## src/rtl/prg_ram_writer.sv

```systemverilog
// PRG loader: strips the 2-byte load-address header and writes the image into C64 RAM.
// Optional BASIC pointer fix-up after the image is enabled by `define PRG_BASIC_PTR_EN.
module prg_ram_writer #(
  parameter int ACK_TIMEOUT = 255
) (
  input  logic        clk,
  input  logic        reset,
  input  logic        load_prg,
  input  logic        ioctl_download,
  input  logic        ioctl_wr,
  input  logic [22:0] ioctl_addr,
  input  logic [7:0]  ioctl_data,
  output logic        ioctl_wait,
  output logic [15:0] ram_addr,
  output logic [7:0]  ram_data,
  output logic        ram_we,
  input  logic        ram_ack,
  output logic [15:0] prg_start,
  output logic [15:0] prg_end,
  output logic        prg_done,
  output logic        prg_err
);

  // state  | meaning
  // IDLE   | waiting for a PRG download to start
  // HDR    | collecting the two load-address bytes
  // DATA   | waiting for the next image byte or end of download
  // WRITE  | RAM write in flight, loader held off
  // PTR    | issuing BASIC pointer writes (PRG_BASIC_PTR_EN only)
  // FINISH | one-cycle done pulse
  typedef enum logic [2:0] {
    IDLE,
    HDR,
    DATA,
    WRITE,
`ifdef PRG_BASIC_PTR_EN
    PTR,
`endif
    FINISH
  } state_t;

  localparam int TW = (ACK_TIMEOUT < 2) ? 1 : $clog2(ACK_TIMEOUT);

  state_t        state, state_d;
  logic          dl_q;
  logic [1:0]    hdr_cnt, hdr_cnt_d;
  logic [15:0]   ram_addr_d, prg_start_d, prg_end_d;
  logic [7:0]    ram_data_d;
  logic          prg_err_d;
  logic [TW-1:0] tmo_cnt, tmo_d;
  logic [23:0]   data_addr;
  logic [16:0]   end_sum;
  logic [15:0]   end_sat;
  state_t        write_ret;
  logic          end_update;

`ifdef PRG_BASIC_PTR_EN
  logic [3:0] ptr_idx, ptr_idx_d;
  logic       ptr_act, ptr_act_d;

  function automatic logic [15:0] ptr_addr(input logic [2:0] idx);
    case (idx)
      3'd0:    ptr_addr = 16'h002D;
      3'd1:    ptr_addr = 16'h002E;
      3'd2:    ptr_addr = 16'h002F;
      3'd3:    ptr_addr = 16'h0030;
      3'd4:    ptr_addr = 16'h0031;
      3'd5:    ptr_addr = 16'h0032;
      3'd6:    ptr_addr = 16'h00AE;
      default: ptr_addr = 16'h00AF;
    endcase
  endfunction

  assign write_ret  = ptr_act ? PTR : DATA;
  assign end_update = ~ptr_act;
`else
  assign write_ret  = DATA;
  assign end_update = 1'b1;
`endif

  // 24-bit so any start + offset beyond $FFFF shows up in the upper byte
  assign data_addr = {8'd0, prg_start} + {1'b0, ioctl_addr} - 24'd2;
  assign end_sum   = {1'b0, ram_addr} + 17'd1;
  assign end_sat   = end_sum[16] ? 16'hFFFF : end_sum[15:0];

  // Decoded from state so an async reset drops them without waiting for a clock
  assign ram_we     = (state == WRITE);
  assign ioctl_wait = (state == WRITE);
  assign prg_done   = (state == FINISH);

  always_ff @(posedge clk or posedge reset) begin
    if (reset) begin
      state     <= IDLE;
      dl_q      <= 1'b0;
      hdr_cnt   <= 2'd0;
      ram_addr  <= 16'd0;
      ram_data  <= 8'd0;
      prg_start <= 16'd0;
      prg_end   <= 16'd0;
      prg_err   <= 1'b0;
      tmo_cnt   <= '0;
`ifdef PRG_BASIC_PTR_EN
      ptr_idx   <= 4'd0;
      ptr_act   <= 1'b0;
`endif
    end else begin
      state     <= state_d;
      dl_q      <= ioctl_download;
      hdr_cnt   <= hdr_cnt_d;
      ram_addr  <= ram_addr_d;
      ram_data  <= ram_data_d;
      prg_start <= prg_start_d;
      prg_end   <= prg_end_d;
      prg_err   <= prg_err_d;
      tmo_cnt   <= tmo_d;
`ifdef PRG_BASIC_PTR_EN
      ptr_idx   <= ptr_idx_d;
      ptr_act   <= ptr_act_d;
`endif
    end
  end

  always_comb begin
    state_d     = state;
    hdr_cnt_d   = hdr_cnt;
    ram_addr_d  = ram_addr;
    ram_data_d  = ram_data;
    prg_start_d = prg_start;
    prg_end_d   = prg_end;
    prg_err_d   = prg_err;
    tmo_d       = tmo_cnt;
`ifdef PRG_BASIC_PTR_EN
    ptr_idx_d   = ptr_idx;
    ptr_act_d   = ptr_act;
`endif
    case (state)
      IDLE: begin
        if (ioctl_download && !dl_q && load_prg) begin
          prg_err_d = 1'b0;
          hdr_cnt_d = 2'd0;
          state_d   = HDR;
        end
      end
      HDR: begin
        if (!ioctl_download) begin
          prg_err_d = 1'b1;
          state_d   = FINISH;
        end else if (ioctl_wr && ioctl_addr == 23'd0) begin
          prg_start_d[7:0] = ioctl_data;
          if (hdr_cnt != 2'd3) hdr_cnt_d = hdr_cnt + 2'd1;
        end else if (ioctl_wr && ioctl_addr == 23'd1) begin
          prg_start_d[15:8] = ioctl_data;
          if (hdr_cnt != 2'd3) hdr_cnt_d = hdr_cnt + 2'd1;
          state_d = DATA;
        end
      end
      DATA: begin
        if (!ioctl_download) begin
          if (hdr_cnt < 2'd2) begin
            prg_err_d = 1'b1;
            state_d   = FINISH;
          end else begin
`ifdef PRG_BASIC_PTR_EN
            ptr_act_d = 1'b1;
            ptr_idx_d = 4'd0;
            state_d   = PTR;
`else
            state_d   = FINISH;
`endif
          end
        end else if (ioctl_wr && ioctl_addr >= 23'd2) begin
          if (data_addr[23:16] != 8'd0) begin
            prg_err_d = 1'b1;
          end else begin
            ram_addr_d = data_addr[15:0];
            ram_data_d = ioctl_data;
            tmo_d      = TW'(ACK_TIMEOUT - 1);
            state_d    = WRITE;
          end
        end
      end
      WRITE: begin
        if (ioctl_wr) prg_err_d = 1'b1;
        if (ram_ack) begin
          tmo_d = '0;
          if (end_update) prg_end_d = end_sat;
          state_d = write_ret;
        end else if (tmo_cnt == '0) begin
          prg_err_d = 1'b1;
          state_d   = write_ret;
        end else begin
          tmo_d = tmo_cnt - TW'(1);
        end
      end
`ifdef PRG_BASIC_PTR_EN
      PTR: begin
        if (ptr_idx == 4'd8) begin
          ptr_act_d = 1'b0;
          state_d   = FINISH;
        end else begin
          ram_addr_d = ptr_addr(ptr_idx[2:0]);
          ram_data_d = ptr_idx[0] ? prg_end[15:8] : prg_end[7:0];
          ptr_idx_d  = ptr_idx + 4'd1;
          tmo_d      = TW'(ACK_TIMEOUT - 1);
          state_d    = WRITE;
        end
      end
`endif
      FINISH: state_d = IDLE;
      default: state_d = IDLE;
    endcase
  end

endmodule

```

## config.mk

```make
export PLATFORM = sky130hd
export DESIGN_NAME = prg_ram_writer
export DESIGN_NICKNAME = d
export VERILOG_FILES = /design/src/rtl/prg_ram_writer.sv
export SDC_FILE = /design/constraint.sdc
export NUM_CORES = 1
export LEC_CHECK = 0
export ABC_AREA = 1
export BUFFER_PORTS_ARGS = -buffer_cell sky130_fd_sc_hd__buf_2
export CAP_MARGIN = 20
export CORE_MARGIN = 3
export CORE_UTILIZATION = 58
export CTS_CLUSTER_DIAMETER = 150
export DETAILED_ROUTE_END_ITERATION = 10
export PLACE_DENSITY = 0.82
export SYNTH_ARGS = -nofsm -noshare
export SYNTH_HDL_FRONTEND = slang
export SYNTH_SLANG_ARGS = --single-unit
```

## constraint.sdc

```tcl
create_clock -name clk -period 3.64 [get_ports clk]
set_clock_uncertainty 0.05 [all_clocks]
set_input_delay 0.546 -clock clk [delete_from_list [all_inputs] [get_ports clk]]
set_output_delay 0.546 -clock clk [all_outputs]
set_load 0.02 [all_outputs]
```

==> qor.yml, run 1 <==
outcome:
  outcome: "finished clean"
routing:
  wirelength_um: 13700
  drt_iter0_markers: 313
  via_count: 5433
  routedWlPerCell_um: 13.0
  ant_nets: 0
  drc: 0
  first_pass_iters: 5
  vias_per_cell: 5.15
floorplanning:
  io_pins: 97
  initial_utilization: 0.603
  core-area_um2: 9370
  dieHeight_um: 105
  rows: 35
  dieWidth_um: 105
  dieArea_um2: 11000
yosys:
  async_reset_ff_frac: 1.00
  synthFlopType: "dfrtp_1"
  synthCells: 818
  synth_edf_count: 0
  ys_seq_area_frac: 0.314
  netlist_area_um2: 5660
  yosys_warnings: 0
  ys_ff_latch: 71
  syn_nets: 906
  synth_cell_types: 38
  post_synth.cell_area_avg_um2: 6.91
timing:
  fin_tns_setup_ns: 0
  setup_viol: 0
  timing.final.max_slew_violations: 0
  final.min_clock_period_ns: 3.28
  rsz0062_at_grt: "no"
  slew_headroom: 0.424
  max_freq_mhz: 305
  hold_violations: 0
  finalCritPeriodShare: 0.902
  worstMarginPinSlew_ns: 0.864
clock_tree:
  cts_buffers: 9
  clockBufferDepth: 2
  clk_pin_slew_ns: 0.09
  clk_latency_ns: 0.35
  ctsHtreeMaxLevel: 3
  cts_setup_buffers: 0
  postCtsResizedCells: 0
  cts_root_buffer: "clkbuf_8"
  clkSinkCount: 71
  hold_buffers: 0
  cts_tree: "built"
grt:
  grt_pass1_wl_um: 23300
  grt_max_degree: 72
  grt_util_met2: 0.402
  first_global_vias: 5130
  grt.overflow.total: 0
  grt_use_total: 0.256
  grt.busiest_layer: "met2"
  antenna_found_initial: 0
  grtUsageMet1: 0.346
  met3_usage: 0.0605
worst_setup_path:
  crit_arrival_ns: 3.47
  worstSetupPathType: "flop to flop"
  end_kind: "flop"
  r2r-start: "prg_start[1]$_DFFE_PP0P_"
  worstPathCellList: "inv_1, ha_1, inv_1, ha_1, fa_1, nand2_1, nand3_1, and2_4, nand2_1, nand2_1, nand2_1, nand2_1, nand2_1, nand2_1, inv_1, nand2_1, nor2_1, and2_1, nand3_2, nand2_1, nand2_1"
  r2r-end: "ram_addr[11]$_DFFE_PP0P_"
  rr_worst_depth: 21
  start_kind: "flop"
  rrSetupSlack_ns: 0.36
  crit_path_frequent_cell: "nand2_1"
  cp_slowest_cell: "fa_1"
  critical_path_peak_fanout: 11
  cpPeakStageDelay_ns: 0.41
  critical_path_required_ns: 3.83
cells_and_area:
  num_antenna_cells: 0
  drive_above_1_share: 0.159
  seq_area_um2: 1780
  syn_to_final_growth_pct: 15.0
  nets: 1009
  multi_input_area_um2: 3170
  fillers: 856
pwr:
  powerDensity_nw_per_um2: 450
  leakage_nw: 3.78
  ir_drop_v: 0.000233
  p_total_w: 0.00293
place:
  dp_hpwl_um: 11000
  io_buffers: 96
  gp_congestion: 0.950
hold_path:
  min_path_type: "input port to async pin"
job:
  maxCapViolations: 0
-- layout by cell type, fill, tap and decap left out, drive strengths merged --
cell     count
a2bb2oi     10
o21bai       1
o21ai       30
or2          2
bufinv       2
o22ai        1
or3          1
a21oi       14
buf        105
nand3       44
o41ai        1
fa           1
o21a         1
nor3        18
clkinv       4
dfrtp       71
nand2      247
xor2        20
ha          50
o22a         4
and2         2
inv        168
nand4       38
nor2        61
a221oi       1
a31oi        5
nor3b        1
xnor2       12
clkbuf       9
nand3b       2
-- through the flow --
stage | instance area (um^2) | hold WS (ns) | util | std cells | setup WS (ns)
2_1_floorplan | 5660 | 0.392 | - | 818 | 0.545
3_3_place_gp | 6290 | 0.404 | 0.671 | 1039 | 0.171
3_5_place_dp | 6290 | 0.408 | 0.671 | 1039 | 0.107
4_1_cts | 6510 | 0.391 | 0.694 | 1055 | 0.357
5_1_grt | 6510 | 0.408 | 0.694 | 1055 | 0.0101
6_report | 6510 | 0.395 | 0.694 | 1055 | 0.357
-- synth_stat cells, types with 2 or more instances --
cell type | number | area, um^2
nand3_1 | 41 | 205
nand2_2 | 5 | 31.3
nor2_1 | 53 | 199
xor2_1 | 20 | 175
nor2_2 | 7 | 43.8
a31oi_1 | 5 | 31.3
o21ai_0 | 29 | 145
xnor2_1 | 12 | 105
inv_1 | 164 | 616
nand3_2 | 2 | 20.0
buf_4 | 4 | 30.0
inv_2 | 3 | 11.3
nand3b_1 | 2 | 15.0
a21oi_1 | 14 | 70.1
clkbuf_1 | 7 | 26.3
buf_6 | 2 | 22.5
nor3_2 | 2 | 20.0
nand4_1 | 38 | 238
ha_1 | 50 | 626
dfrtp_1 | 71 | 1780
or2_2 | 2 | 12.5
nand2_1 | 242 | 908
a2bb2oi_1 | 10 | 87.6
nor3_1 | 16 | 80.1
o22a_1 | 4 | 35.0
-- critical path, delay by kind of cell, from the launching register on --
kind,cells,cell delay (ns)
buf+inv,3,0.14
flops,1,0.40
simple gates,15,1.66
fa+ha+maj,3,0.91
-- worst max path at each step --
stage	from	end	slack, ns	depth (start not counted)
after floorplan	ioctl_addr[1]	ram_addr[0]$_DFFE_PP0P_	0.54	23
after detailed placement	ioctl_addr[1]	ram_addr[9]$_DFFE_PP0P_	0.11	22
after global placement	ioctl_addr[1]	ram_addr[5]$_DFFE_PP0P_	0.17	22
after CTS	prg_start[1]$_DFFE_PP0P_	ram_addr[11]$_DFFE_PP0P_	0.36	21
final	prg_start[1]$_DFFE_PP0P_	ram_addr[11]$_DFFE_PP0P_	0.36	21
after global routing	prg_start[1]$_DFFE_PP0P_	ram_addr[13]$_DFFE_PP0P_	0.01	20
-- logic make-up after synthesis --
kind of cell	count (synthesis)	share of synthesized area
flip-flops	71	0.314
buffers and inverters	180	0.125
AND/OR/NAND/NOR	416	0.324
AO/OA/AOI/OAI	68	0.0737
adder cells (fa/ha/maj)	51	0.114
XOR/XNOR	32	0.0496
-- sequential cells by signal (all words and copies together), names as in the netlist --
register   count
dl_q           1
hdr_cnt        2
prg_end       16
prg_err        1
prg_start     16
ram_addr      16
ram_data       8
state          3
tmo_cnt        8
-- report_power, final --
group	leakage (nW)	internal, W	total [W]	switching [W]
combinational	2.73	0.000435	0.00115	0.000717
clock	0.114	0.000388	0.000701	0.000313
sequential	0.933	0.000951	0.00107	0.000121
total	3.78	0.00177	0.00293	0.00115
-- metal layers --
layer,wire (um),part of all wire
met3,1060,0.077
met5,0,0
met1,6350,0.46
met4,319,0.023
met2,6000,0.44
-- final cells by class --
class | count | area share
clock buffers | 9 | 0.0190
repair buffers | 105 | 0.0842
multi-input cells | 567 | 0.488
flip-flops and latches | 71 | 0.273
clock inverters | 7 | 0.0148
inverters | 167 | 0.0963
well taps | 129 | 0.0248
(Power assumes the default switching activity.)
==> inputs of run 2 (changes only) <==
--- a/config.mk
+++ b/config.mk
@@ -8,11 +8,11 @@
 export ABC_AREA = 1
 export BUFFER_PORTS_ARGS = -buffer_cell sky130_fd_sc_hd__buf_2
 export CAP_MARGIN = 20
-export CORE_MARGIN = 3
 export CORE_UTILIZATION = 58
 export CTS_CLUSTER_DIAMETER = 150
 export DETAILED_ROUTE_END_ITERATION = 10
 export PLACE_DENSITY = 0.82
+export RECOVER_POWER = 25
 export SYNTH_ARGS = -nofsm -noshare
 export SYNTH_HDL_FRONTEND = slang
 export SYNTH_SLANG_ARGS = --single-unit
==> qor.yml, run 2 (same netlist as run 1, synthesis figures left out) <==
clock_tree:
  cts_setup_buffers: 0
  clk_pin_slew_ns: 0.08
  cts_buffers: 9
  clkSinkCount: 71
  clk_latency_ns: 0.35
  cts_tree: "built"
  postCtsResizedCells: 0
  clockBufferDepth: 2
  ctsHtreeMaxLevel: 3
  cts_root_buffer: "clkbuf_8"
  hold_buffers: 0
worst_setup_path:
  worstSetupPathType: "flop to flop"
  critical_path_required_ns: 3.83
  cp_slowest_cell: "fa_1"
  worstPathCellList: "inv_1, ha_1, inv_1, ha_1, fa_1, nand2_1, nand3_1, and2_4, nand2_1, nand2_1, nand2_1, nand2_1, nand2_1, nand2_1, inv_1, nand2_1, nor2_1, and2_1, nand3_2, nand2_1, nand2_1"
  rr_worst_depth: 21
  critical_path_peak_fanout: 11
  r2r-end: "ram_addr[5]$_DFFE_PP0P_"
  worst-path-buf-inv: 3
  crit_path_frequent_cell: "nand2_1"
  cpPeakStageDelay_ns: 0.41
  r2r-start: "prg_start[1]$_DFFE_PP0P_"
  cp.depth: 21
  end_kind: "flop"
  crit_arrival_ns: 3.50
  rrSetupSlack_ns: 0.33
  path_delay_family: "simple AND/OR/NAND/NOR gates"
  start_kind: "flop"
cells_and_area:
  num_antenna_cells: 0
  drive_above_1_share: 0.155
  reg_top3: "prg_end (16), prg_start (16), ram_addr (16)"
  nets: 1008
  layout_common_cells: "nand2_1 (242), inv_1 (164), buf_2 (95), dfrtp_1 (71), nor2_1 (53)"
  syn_to_final_growth_pct: 15.3
  final_common_cell: "nand2_1"
hold_path:
  hold_path_depth: 3
  hp-start: "ioctl_data[2]"
  holdPathEnd: "ram_data[2]$_DFFE_PP0P_"
  min_path_type: "input port to flop"
routing:
  vias_per_cell: 5.17
  ant_nets: 0
  wirelength_um: 13800
  drt_iter0_markers: 299
  top_layer_used: "met4"
  first_pass_iters: 5
  via_count: 5440
  wl_met1_um: 6490
  met3WireLength_um: 822
  routedWlPerCell_um: 13.1
  wl_met2_um: 6230
  drc: 0
grt:
  grt_max_degree: 72
  grt.overflow.total: 0
  grt_use_total: 0.291
  grt_pass1_wl_um: 23100
  antenna_found_initial: 0
  first_global_vias: 4957
timing:
  max_freq_mhz: 302
  setup_viol: 0
  fin_tns_setup_ns: 0
  worstMarginPinSlew_ns: 1.71
  finalCritPeriodShare: 0.909
  final.min_clock_period_ns: 3.31
  slew_headroom: -0.137
  worst_slack_ns: 0.332
  hold_violations: 0
  rsz0062_at_grt: "no"
  timing.final.max_slew_violations: 72
floorplanning:
  dieHeight_um: 101
  core-area_um2: 9330
  dieArea_um2: 10100
  io_pins: 97
  dieWidth_um: 101
  rows: 35
  initial_utilization: 0.606
pwr:
  powerDensity_nw_per_um2: 462
  ir_drop_v: 0.000250
  p_sw_w: 0.00115
  comb_power_share: 0.384
  clkPwrFrac: 0.259
  leakage_nw: 3.78
  seq_power_share: 0.357
  power.internal_w: 0.00186
  swShare: 0.383
place:
  gp_congestion: 0.942
  place_ws_ns: 0.190
  dp_hpwl_um: 11000
  io_buffers: 96
job:
  maxCapViolations: 1
outcome:
  violations: "max-capacitance violations, max-slew violations"
  outcome: "finished with violations"
## run 2: stage by stage
step	util	instance area, um^2	total power (W)	hold WS (ns)	cells
after floorplan	-	5660	0.00191	0.392	818
after global placement	0.673	6280	0.00220	0.407	1038
after detailed placement	0.673	6280	0.00223	0.409	1038
after CTS	0.699	6520	0.00301	0.383	1053
after global routing	0.699	6520	0.00322	0.394	1053
final	0.699	6520	0.00301	0.397	1053
## run 2: how the worst max path moves through the flow
stage	to	slack [ns]	start
6_report	ram_addr[5]$_DFFE_PP0P_	0.33	prg_start[1]$_DFFE_PP0P_
5_1_grt	ram_addr[5]$_DFFE_PP0P_	0.06	prg_start[1]$_DFFE_PP0P_
4_1_cts	ram_addr[5]$_DFFE_PP0P_	0.40	prg_start[1]$_DFFE_PP0P_
3_5_place_dp	ram_addr[7]$_DFFE_PP0P_	0.19	ioctl_addr[1]
3_3_place_gp	ram_addr[14]$_DFFE_PP0P_	0.26	ioctl_addr[1]
2_1_floorplan	ram_addr[0]$_DFFE_PP0P_	0.54	ioctl_addr[1]
## run 2: worst min-delay path, stage by stage
cell	delay, ns
buf_2	0.10
nand4_1	0.07
nand2_1	0.05
## run 2: cell type report
class / count / area, um^2
clock inverter: 5 / 106
timing repair buffer: 104 / 537
tap: 129 / 161
fill: 805 / 2810
clock buffer: 10 / 138
inverter: 167 / 627
sequential: 71 / 1780
multi-input combinational: 567 / 3170
## run 2: power groups by stage
stage	sequential, W	combinational (W)	clock (W)
after global placement	0.00108	0.00112	0
after detailed placement	0.00108	0.00115	0
after floorplan	0.00119	0.000720	0
after CTS	0.00107	0.00115	0.000789
final	0.00107	0.00115	0.000781
after global routing	0.00110	0.00130	0.000821
## run 2: per-layer routing
metal / GRT usage / vias up
met5: 0 / -
met4: 0.0892 / 0
met3: 0.0506 / 22
met2: 0.479 / 185
met1: 0.393 / 2445
li1: - / 2788
